File: config.mk
export PLATFORM = sky130hd
export DESIGN_NAME = click_decoder
export DESIGN_NICKNAME = d
export VERILOG_FILES = /design/src/rtl/click_pkg.sv /design/src/rtl/click_window_timer.sv /design/src/rtl/click_decoder.sv
export SDC_FILE = /design/constraint.sdc
export NUM_CORES = 1
export LEC_CHECK = 0
export ABC_AREA = 0
export CAP_MARGIN = 5
export CORE_MARGIN = 4
export CORE_UTILIZATION = 39
export DETAILED_ROUTE_END_ITERATION = 16
export SLEW_MARGIN = 20
export SYNTH_ARGS = -nofsm -noshare
export SYNTH_HDL_FRONTEND = slang
export SYNTH_SLANG_ARGS = --single-unit
export TNS_END_PERCENT = 100
File: constraint.sdc
create_clock -name clk -period 3.5 [get_ports clk]
set_clock_uncertainty 0.2 [all_clocks]
set_input_delay 0.7 -clock clk [delete_from_list [all_inputs] [get_ports clk]]
set_output_delay 0.7 -clock clk [all_outputs]
set_load 0.005 [all_outputs]
File: src/rtl/click_pkg.sv
// Shared types and constants for the click decoder and its window timer.
// The default window is derived from the system clock frequency.
package click_pkg;

    typedef enum logic [0:0] {
        IDLE   = 1'b0,
        WINDOW = 1'b1
    } click_state_t;

    localparam int CLICK_SINGLE = 1;
    localparam int CLICK_DOUBLE = 2;

    localparam int unsigned SYSCLOCK_FREQ         = 100_000_000;
    localparam int unsigned WINDOW_MS             = 300;
    localparam int unsigned DEFAULT_WINDOW_CYCLES = SYSCLOCK_FREQ / 1000 * WINDOW_MS;

endpackage

File: src/rtl/click_window_timer.sv
// Loadable 32-bit down-counter; expire flags the last cycle of the window.
// Load has priority over tick, and the count never goes below zero.
module click_window_timer (
    input  logic        clk,
    input  logic        reset,
    input  logic        load,
    input  logic        tick,
    input  logic [31:0] load_val,
    output logic        expire
);

    logic [31:0] value;

    always_ff @(posedge clk) begin
        if (reset) begin
            value <= 32'd0;
        end else if (load) begin
            value <= load_val;
        end else if (tick && (value != 32'd0)) begin
            value <= value - 32'd1;
        end
    end

    assign expire = (value == 32'd1);

endmodule

File: src/rtl/click_decoder.sv
// Groups debounced press pulses into single/double/triple click events and
// steps a wrapping mode index on each completed group.
module click_decoder
    import click_pkg::*;
#(
    parameter int unsigned WINDOW_CYCLES = DEFAULT_WINDOW_CYCLES,
    parameter int unsigned MAX_CLICKS    = 3,
    parameter int unsigned NUM_MODES     = 8
) (
    input  logic                            clk,
    input  logic                            reset,
    input  logic                            press,
    output logic                            evt_valid,
    output logic [$clog2(MAX_CLICKS+1)-1:0] evt_clicks,
    output logic [$clog2(NUM_MODES)-1:0]    mode,
    output logic                            busy
);

    localparam int CW  = $clog2(MAX_CLICKS + 1);
    localparam int MW  = $clog2(NUM_MODES);
    localparam int MWP = MW + 1;

    click_state_t  state, state_n;
    logic [CW-1:0] count, count_n, cnt_inc;
    logic [CW-1:0] emit_clicks;
    logic          emit;
    logic          expire;
    logic          tick;
    logic [MW:0]   mode_up, mode_dn;
    logic [MW-1:0] mode_n;

    // The press cycle itself is the first cycle of the window, so the
    // counter is loaded one short; the event then lands WINDOW_CYCLES
    // clocks after the last press.
    assign tick = (state == WINDOW) && !press;

    click_window_timer u_timer (
        .clk      (clk),
        .reset    (reset),
        .load     (press),
        .tick     (tick),
        .load_val (32'(WINDOW_CYCLES - 1)),
        .expire   (expire)
    );

    assign cnt_inc = count + CW'(1);

    // A press always beats an expiring window in the same cycle.
    always_comb begin
        state_n     = state;
        count_n     = count;
        emit        = 1'b0;
        emit_clicks = count;
        case (state)
            IDLE: begin
                if (press) begin
                    count_n = CW'(1);
                    state_n = WINDOW;
                end
            end
            WINDOW: begin
                if (press) begin
                    if (cnt_inc == CW'(MAX_CLICKS)) begin
                        emit        = 1'b1;
                        emit_clicks = CW'(MAX_CLICKS);
                        count_n     = '0;
                        state_n     = IDLE;
                    end else begin
                        count_n = cnt_inc;
                    end
                end else if (expire) begin
                    emit        = 1'b1;
                    emit_clicks = count;
                    count_n     = '0;
                    state_n     = IDLE;
                end
            end
        endcase
    end

    // Widened by one bit so mode+1 cannot wrap before the compare;
    // NUM_MODES need not be a power of two.
    always_comb begin
        mode_up = {1'b0, mode} + MWP'(1);
        if (mode_up == MWP'(NUM_MODES)) begin
            mode_up = '0;
        end
        if (mode == '0) begin
            mode_dn = MWP'(NUM_MODES - 1);
        end else begin
            mode_dn = {1'b0, mode} - MWP'(1);
        end
        if (emit_clicks == CW'(CLICK_SINGLE)) begin
            mode_n = mode_up[MW-1:0];
        end else if (emit_clicks == CW'(CLICK_DOUBLE)) begin
            mode_n = mode_dn[MW-1:0];
        end else begin
            mode_n = '0;
        end
    end

    always_ff @(posedge clk) begin
        if (reset) begin
            state      <= IDLE;
            count      <= '0;
            evt_valid  <= 1'b0;
            evt_clicks <= '0;
            mode       <= '0;
        end else begin
            state     <= state_n;
            count     <= count_n;
            evt_valid <= emit;
            if (emit) begin
                evt_clicks <= emit_clicks;
                mode       <= mode_n;
            end
        end
    end

    assign busy = (state == WINDOW);

endmodule

==> results of run 1 <==
[registers in the layout, indices dropped and copies added (netlist names)]
name and flops:
busy 1, count 2, evt_clicks 2, evt_valid 1, mode 3, u_timer.value 32
[layout by cell type (no fill, tap or decap), types with 4 or more instances in the layout]
cell type,instances
a21oi_1,22
a31oi_1,9
buf_4,6
clkbuf_8,6
clkdlybuf4s50_1,9
dfxtp_1,41
ha_1,6
inv_1,11
nand2_1,12
nand3_1,8
nor2_1,16
nor3_1,11
nor4_1,4
o21ai_0,12
o31ai_1,8
o41ai_1,4
or3_1,16
or4_1,8
xnor2_1,4
[power groups by stage]
stage / logic, W / clock network (W) / registers [W]
after global placement: 0.000119 / 0 / 0.000517
after floorplan: 0.0000960 / 0 / 0.000510
after detailed placement: 0.000121 / 0 / 0.000517
final: 0.000122 / 0.000314 / 0.000507
after global routing: 0.000137 / 0.000343 / 0.000510
after CTS: 0.000121 / 0.000321 / 0.000506
[how the worst max path moves through the flow]
stage	from	end
floorplan	press	mode[1]
global route	u_timer.value[26]	u_timer.value[12]
finish	press	mode[1]
CTS	u_timer.value[26]	u_timer.value[10]
detailed placement	press	u_timer.value[10]
global placement	press	u_timer.value[10]
[critical path, cell delays in order]
cell and delay (ps):
clkdlybuf4s50_1 430, and2b_2 290, nand4_1 170, or3_1 410, a221oi_1 310, a211oi_1 80
[cell type report]
cell class	instances	area [um^2]	share of cell area, %
multi-input cells	195	1330	53.2
clock buffers	7	86.3	3.44
repair buffers	15	135	5.39
inverters	11	41.3	1.65
well taps	72	90.1	3.59
flip-flops and latches	41	821	32.7
[metrics by stage]
step	area, um^2	power [W]	util, %	std cells
floorplan	2280	0.000606	-	259
global placement	2420	0.000636	43.3	334
detailed placement	2420	0.000638	43.3	334
CTS	2500	0.000949	44.9	341
global route	2510	0.000990	45.0	341
finish	2510	0.000944	45.0	341
[synth_stat cells, drive strengths merged, types with 2 or more instances]
master  instances  share of area, %
a211oi          3              0.99
a21oi          22               4.8
a311oi          3               1.2
a31oi           9               2.5
buf             5               2.0
clkbuf          7               2.0
dfxtp          41                36
ha              6               3.3
inv            11               1.8
mux2i           2              0.88
nand2          12               2.0
nand2b          3              0.82
nand3           9               2.2
nand3b          2              0.66
nand4           4               1.4
nor2           16               2.6
nor2b           3              0.82
nor3           12               3.1
nor4            9               4.6
o211ai          2              0.66
o21ai          12               2.6
o31ai          10               3.3
o41ai           4               1.5
or2             3              0.82
or3            18               5.1
or4             9               3.1
xnor2           4               1.5
xor2            2              0.77
[routing by layer]
metal	GRT usage (%)	part of all wire [%]	up-vias	wire length, um
li1	-	-	1008	-
met1	21.3	49	919	2630
met2	22.7	44	43	2350
met3	3.04	5.2	8	278
met4	5.18	1.3	0	68
met5	0	0	-	0
[kinds of logic after synthesis]
kind of cell               after synthesis  share of synthesized area (%)
adders and majority gates                6                           3.29
and+or+nand+nor                        107                           30.0
AOI/OAI and AO/OA                       74                           21.6
buffers and inverters                   23                           5.88
muxes                                    2                          0.879
xor gates and xnor gates                 6                           2.31
DFF                                     41                           36.0
==> results.cfg, run 1 <==
[route]
ant_nets = 0
drtIter0Drc = 145
drt-wirelength-per-cell_um = 15.6
via_per_inst = 5.80
vias = 1978
drc = 0
dr.pass1.iters = 4
totalWireLength_um = 5330

[logic_synthesis]
syn_area_um2 = 2280
yosys_most_used_dff = dfxtp_1
synth_fp_nets = 268
synth_cells = 259
async_reset_ff_share_pct = 0
synth_edf_count = 0
synth.ff_latch_count = 41
yosysSeqAreaShare_pct = 36.0
ys.warnings.count = 0
synthDistinctLibCells = 54
postSynthAreaPerCell_um2 = 8.80

[power_and_ir_drop]
leakage_nw = 0.825
p_switching_w = 0.000258
internal_power_w = 0.000686
combPwrFrac_pct = 13.0
powerDensity_nw_per_um2 = 376
clkPwrFrac_pct = 33.3
peakVddDrop_v = 0.000244
seqPwrFrac_pct = 53.7
switching_share_pct = 27.3

[die]
ioPinCount = 10
core-area_um2 = 5570
die_x_um = 84.4
die_area_um2 = 7130
row_count = 27
chipHeight_um = 84.4
start_util_pct = 40.9

[sta]
rsz0062_at_grt = false
setup_viol = 0
tightest_slew_ps = 652
min_period_over_period_pct = 69.1
finalHoldViolCount = 0
min_period_ps = 2420
fin_ws_ps = 1080
slew-limit-headroom_pct = 56.3
holdWs_ps = 269
fmax_mhz = 413
slew_violations = 0
tns_ps = 0

[worst_hold_path]
min_path_cells = 2
hp-class = reg2reg
hold_start = u_timer.value[25]
whs_endpoint = u_timer.value[25]

[global_routing]
grt_usage_pct = 15.0
overflow = 0
grt_pass1_vias = 1732
antenna_found_initial = 0
grt_pass1_wl_um = 8760
grt_max_degree = 27

[clock_network]
post_cts_resized = 0
post-cts-setup-buffers = 0
cts_tree = done
clk_latency_ps = 290
clkTransAtPathRegs_ps = 80
cts_buffer_depth = 2
cts_sinks = 41
ctsHoldBuffers = 0
ctsHtreeMaxLevel = 2
cts_buffers = 5
cts-root-buf = clkbuf_8

[worst_setup_path]
reg2reg_setup_slack_ps = 1090
crit_arrival_ps = 2390
crit_fanout = 5
timing.rr.start = u_timer.value[26]
start_kind = input pin
worstRegToRegCells = 5
timing.rr.end = u_timer.value[10]
endpoint_kind = flop
required_ps = 3470
worstSetupPathType = in2reg

[finish]
finalNetCount = 278
drive_above_1_share_pct = 12.6
area_delta_synth_final_pct = 10.0
antennaDiodeCount = 0
fillers = 558

[placed_design]
io_buffers = 9
gp_congestion = 0.856
post-place-ws_ps = 726
dp_hpwl_um = 3680

[status]
outcome = complete, no violations

[job]
cap_violations = 0
Note: power is estimated with default switching activity, not from simulation.
==> inputs of run 2 (changes only) <==
==> constraint.sdc (replaced) <==
create_clock -name clk -period 2.5 [get_ports clk]
set_clock_uncertainty 0.2 [all_clocks]
set_input_delay 0.5 -clock clk [delete_from_list [all_inputs] [get_ports clk]]
set_output_delay 0.5 -clock clk [all_outputs]
set_load 0.005 [all_outputs]
==> results.cfg, run 2 (synthesis results as in run 1) <==
[sta]
rsz0062_at_grt = false
slew-limit-headroom_pct = 68.0
min_period_over_period_pct = 91.6
fmax_mhz = 437
tightest_slew_ps = 474
setup_viol = 0
min_period_ps = 2290
tns_ps = 0
finalHoldViolCount = 0
slew_violations = 0

[route]
totalWireLength_um = 5600
drc = 0
dr.pass1.iters = 5
dr_wl_met2_um = 2540
drt-wirelength-per-cell_um = 15.5
drtIter0Drc = 144
via_per_inst = 5.82
vias = 2108
ant_nets = 0
topRoutingLayerUsed = met4
drt-met1-wl_um = 2800
met3_length_um = 216

[global_routing]
antenna_found_initial = 0
grt_pass1_wl_um = 9550
overflow = 0
grt_max_degree = 23
grt_usage_pct = 16.3
grt_pass1_vias = 1931

[worst_setup_path]
timing.rr.start = u_timer.value[15]
endpoint_kind = flop
worstRegToRegCells = 6
required_ps = 2480
crit_fanout = 8
worstSetupPathType = reg2reg
timing.rr.end = mode[0]
start_kind = flop
reg2reg_setup_slack_ps = 210
crit_arrival_ps = 2270

[clock_network]
clk_latency_ps = 290
ctsHtreeMaxLevel = 2
cts_buffers = 5
cts-root-buf = clkbuf_8
cts_buffer_depth = 2
ctsHoldBuffers = 0
cts_tree = done
cts_sinks = 41
clkTransAtPathRegs_ps = 80

[finish]
final_common_cell = dfxtp_1
drive_above_1_share_pct = 19.0
final_cell_area_um2 = 2660
area_delta_synth_final_pct = 16.9
final_cell_mix = dfxtp_1, buf_4, a21oi_1
fillers = 536
top_register = u_timer.value
final_util_pct = 47.8
largest_register_ffs = 32
antennaDiodeCount = 0
finalNetCount = 300
top_regs = u_timer.value (32), mode (3)

[power_and_ir_drop]
switching_share_pct = 28.1
leakage_nw = 0.928
p_switching_w = 0.000371
seqPwrFrac_pct = 53.3
internal_power_w = 0.000948
combPwrFrac_pct = 15.8
peakVddDrop_v = 0.000260
clkPwrFrac_pct = 30.9
total_power_w = 0.00132
powerDensity_nw_per_um2 = 495

[status]
outcome = complete, no violations

[die]
core-area_um2 = 5570
die_area_um2 = 7130
row_count = 27
die_x_um = 84.4
chipHeight_um = 84.4
start_util_pct = 40.9
ioPinCount = 10

[worst_hold_path]
whs_endpoint = evt_clicks[1]
hold_start = evt_clicks[1]
hp-class = reg2reg
min_path_cells = 2

[placed_design]
placed_cell_area_um2 = 2580
dp_hpwl_um = 4080
io_buffers = 9
gp_congestion = 0.819

[job]
cap_violations = 0
run 2: cell count changes in the layout (fill, tap and decap cells not counted), sizes merged:
| cell | change |
|---|---|
| buf | +22 |
| clkbuf | -2 |
| clkinv | +1 |
run 2: critical path: stages (launching register included):
cell and delay (ps):
dfxtp_1 330, nor4_1 400, nand4_2 180, buf_4 210, or3_2 540, a32oi_1 220, a21oi_1 80
run 2: what timing repair did:
action / 4_1_cts / 5_1_grt
endpoints found under the hold margin: 0 / 0
setup endpoints to repair: 0 / 2
buffers inserted: 0 / 0
gates resized for setup: 0 / 1
run 2: metrics by stage:
stage	setup WS, ps	cells	hold WS (ps)
2_1_floorplan	350	259	243
3_3_place_gp	69.1	356	255
3_5_place_dp	25.6	356	265
4_1_cts	104	362	282
5_1_grt	75.6	362	302
6_report	210	362	275
run 2: power by group through the flow:
stage	combinational [W]	clock, W	sequential, W
2_1_floorplan	0.000134	0	0.000714
5_1_grt	0.000232	0.000448	0.000707
6_report	0.000208	0.000408	0.000704
4_1_cts	0.000207	0.000420	0.000702
3_3_place_gp	0.000203	0	0.000716
3_5_place_dp	0.000206	0	0.000717
run 2: area by class of cell:
type	count	area, um^2	share of cell area [%]
clock buffer	5	68.8	2.58
clock inverter	1	5.00	0.188
inverter	11	41.3	1.55
multi-input combinational	195	1340	50.2
sequential	41	821	30.8
tap	72	90.1	3.38
timing repair buffer	37	300	11.3
run 2: layer usage:
layer  up-vias  GRT usage [%]
met3         7           3.24
met2        36           24.2
met4         0           5.61
li1       1057              -
met5         -              0
met1      1008           23.4
run 2: how the worst max path moves through the flow:
stage | start | to | slack (ps) | depth (start not counted)
after floorplan | u_timer.value[2] | mode[0] | 350 | 6
after global placement | press | mode[1] | 70 | 6
after detailed placement | press | mode[1] | 30 | 6
after CTS | u_timer.value[10] | mode[0] | 100 | 6
after global routing | u_timer.value[12] | u_timer.value[24] | 80 | 6
final | u_timer.value[15] | mode[0] | 210 | 6
==> inputs of run 3 (changes only) <==
--- a/config.mk
+++ b/config.mk
@@ -5,7 +5,7 @@
 export SDC_FILE = /design/constraint.sdc
 export NUM_CORES = 1
 export LEC_CHECK = 0
-export ABC_AREA = 0
+export ABC_AREA = 1
 export CAP_MARGIN = 5
 export CORE_MARGIN = 4
 export CORE_UTILIZATION = 39
==> results.cfg, run 3 <==
[status]
outcome = complete, no violations

[route]
drtIter0Drc = 93
dr.pass1.iters = 4
via_per_inst = 4.91
vias = 2534
totalWireLength_um = 6430
ant_nets = 0
drt-wirelength-per-cell_um = 12.5
drc = 0

[logic_synthesis]
synth-adder-area-share_pct = 2.78
yosysSeqAreaShare_pct = 30.4
syn_area_um2 = 2700
postSynthAreaPerCell_um2 = 6.37
synthXorXnorAreaFrac_pct = 5.51
synthDistinctLibCells = 29
synthTopCellsByCount = nand2_1, nor2_1, inv_1
synth_compound_area_share_pct = 10.0
ys_top_cells_by_area = dfxtp_1, nand2_1, nor2_1
synth_edf_count = 0
synth_mux_area_share_pct = 0
ys.warnings.count = 0
synth_fp_nets = 433
async_reset_ff_share_pct = 0
yosysMostFrequentCell = nand2_1
synth.ff_latch_count = 41
synth_top_family_by_area = simple AND/OR/NAND/NOR gates
synth_cells = 424
yosysTopAreaCell = dfxtp_1
yosys.area_share.simple_pct = 42.9
synth_top_area_share_pct = 30.4
yosys_most_used_dff = dfxtp_1

[finish]
largest_register_ffs = 32
final_util_pct = 43.7
drive_above_1_share_pct = 9.17
top_regs = u_timer.value (32), mode (3)
top_register = u_timer.value
area_delta_synth_final_pct = 9.31
final_cell_mix = nand2_1, nor2_1, inv_1
antennaDiodeCount = 0
finalNetCount = 446
final_common_cell = nand2_1

[global_routing]
grt_max_degree = 28
grt_pass1_wl_um = 11600
overflow = 0
met3_usage_pct = 2.98
antenna_found_initial = 0
gr-usage-met2_pct = 29.0
gr-usage-met1_pct = 21.0
top_usage_layer = met2
grt_pass1_vias = 2560
grt_usage_pct = 16.8

[clock_network]
cts-root-buf = clkbuf_8
clkTransAtPathRegs_ps = 80
clk_latency_ps = 290
cts_tree = done
ctsHtreeMaxLevel = 2
cts_buffer_depth = 2
cts_sinks = 41
post_cts_resized = 0
cts_buffers = 5
post-cts-setup-buffers = 0
ctsHoldBuffers = 0

[die]
start_util_pct = 40.0
die_area_um2 = 8320
die_x_um = 91.2
row_count = 30
ioPinCount = 10
chipHeight_um = 91.2
core-area_um2 = 6760

[sta]
finalHoldViolCount = 0
min_period_over_period_pct = 87.9
slew_violations = 0
slew-limit-headroom_pct = 64.7
tightest_slew_ps = 529
tns_ps = 0
setup_viol = 0
fmax_mhz = 455
min_period_ps = 2200
rsz0062_at_grt = false

[power_and_ir_drop]
p_switching_w = 0.000444
total_power_w = 0.00140
leakage_nw = 1.34
powerDensity_nw_per_um2 = 474
internal_power_w = 0.000954
clkPwrFrac_pct = 29.2
peakVddDrop_v = 0.000212
seqPwrFrac_pct = 50.6
combPwrFrac_pct = 20.2
switching_share_pct = 31.7

[worst_setup_path]
crit_arrival_ps = 2160
worstSetupPathType = reg2reg
start_kind = flop
required_ps = 2460
crit_fanout = 6
endpoint_kind = flop

[job]
cap_violations = 0

[placed_design]
dp_hpwl_um = 4760
io_buffers = 9
gp_congestion = 0.892

[worst_hold_path]
hp-class = reg2reg
[run 3: area by class of cell]
type	count	area, um^2
Clock buffer	5	68.8
Multi-Input combinational cell	329	1650
Sequential cell	41	821
Clock inverter	1	5.00
Tap cell	80	100
Fill cell	738	3800
Inverter	45	169
Timing Repair Buffer	15	135
[run 3: stage by stage]
stage               hold slack [ps]  cells  area (um^2)  setup slack (ps)
floorplan                       257    424         2700               681
global placement                262    510         2880               127
detailed placement              264    510         2880              75.2
CTS                             279    516         2950               314
global route                    310    516         2950              50.7
finish                          280    516         2950               302
[run 3: cell families (layout without fill, tap and decap cells)]
kind of cell,after synthesis,after routing
AND/OR/NAND/NOR,258,258
buffers and inverters,54,66
AO/OA/AOI/OAI,48,48
flip-flops,41,41
XOR/XNOR,17,17
adder cells (fa/ha/maj),6,6
[run 3: final timing paths]
check | start | end | slack [ps] | cells after the start
min reg2reg | evt_clicks[1] | evt_clicks[1] | 280 | 2
max | u_timer.value[0] | u_timer.value[26] | 300 | 9
max reg2reg | u_timer.value[0] | u_timer.value[26] | 300 | 9
min | evt_clicks[1] | evt_clicks[1] | 280 | 2
[run 3: critical path, cell delays in order (launching register included)]
cell     delay [ps]
dfxtp_1         360
inv_1           190
ha_1            280
nand2_2         130
nor2_2          330
nand2_1         170
nor2_1          130
nor2_1           40
o21ai_0         150
a21oi_1          80
[run 3: routing by layer]
metal  up-vias  wire length, um
met3        10              217
met4         0              123
met5         -                0
met2        48             2890
met1      1125             3190
li1       1351                -
[run 3: power groups by stage]
stage / clock (W) / sequential, W / combinational, W
6_report: 0.000409 / 0.000707 / 0.000282
4_1_cts: 0.000427 / 0.000707 / 0.000283
3_3_place_gp: 0 / 0.000722 / 0.000280
5_1_grt: 0.000462 / 0.000712 / 0.000322
3_5_place_dp: 0 / 0.000722 / 0.000281
2_1_floorplan: 0 / 0.000715 / 0.000220
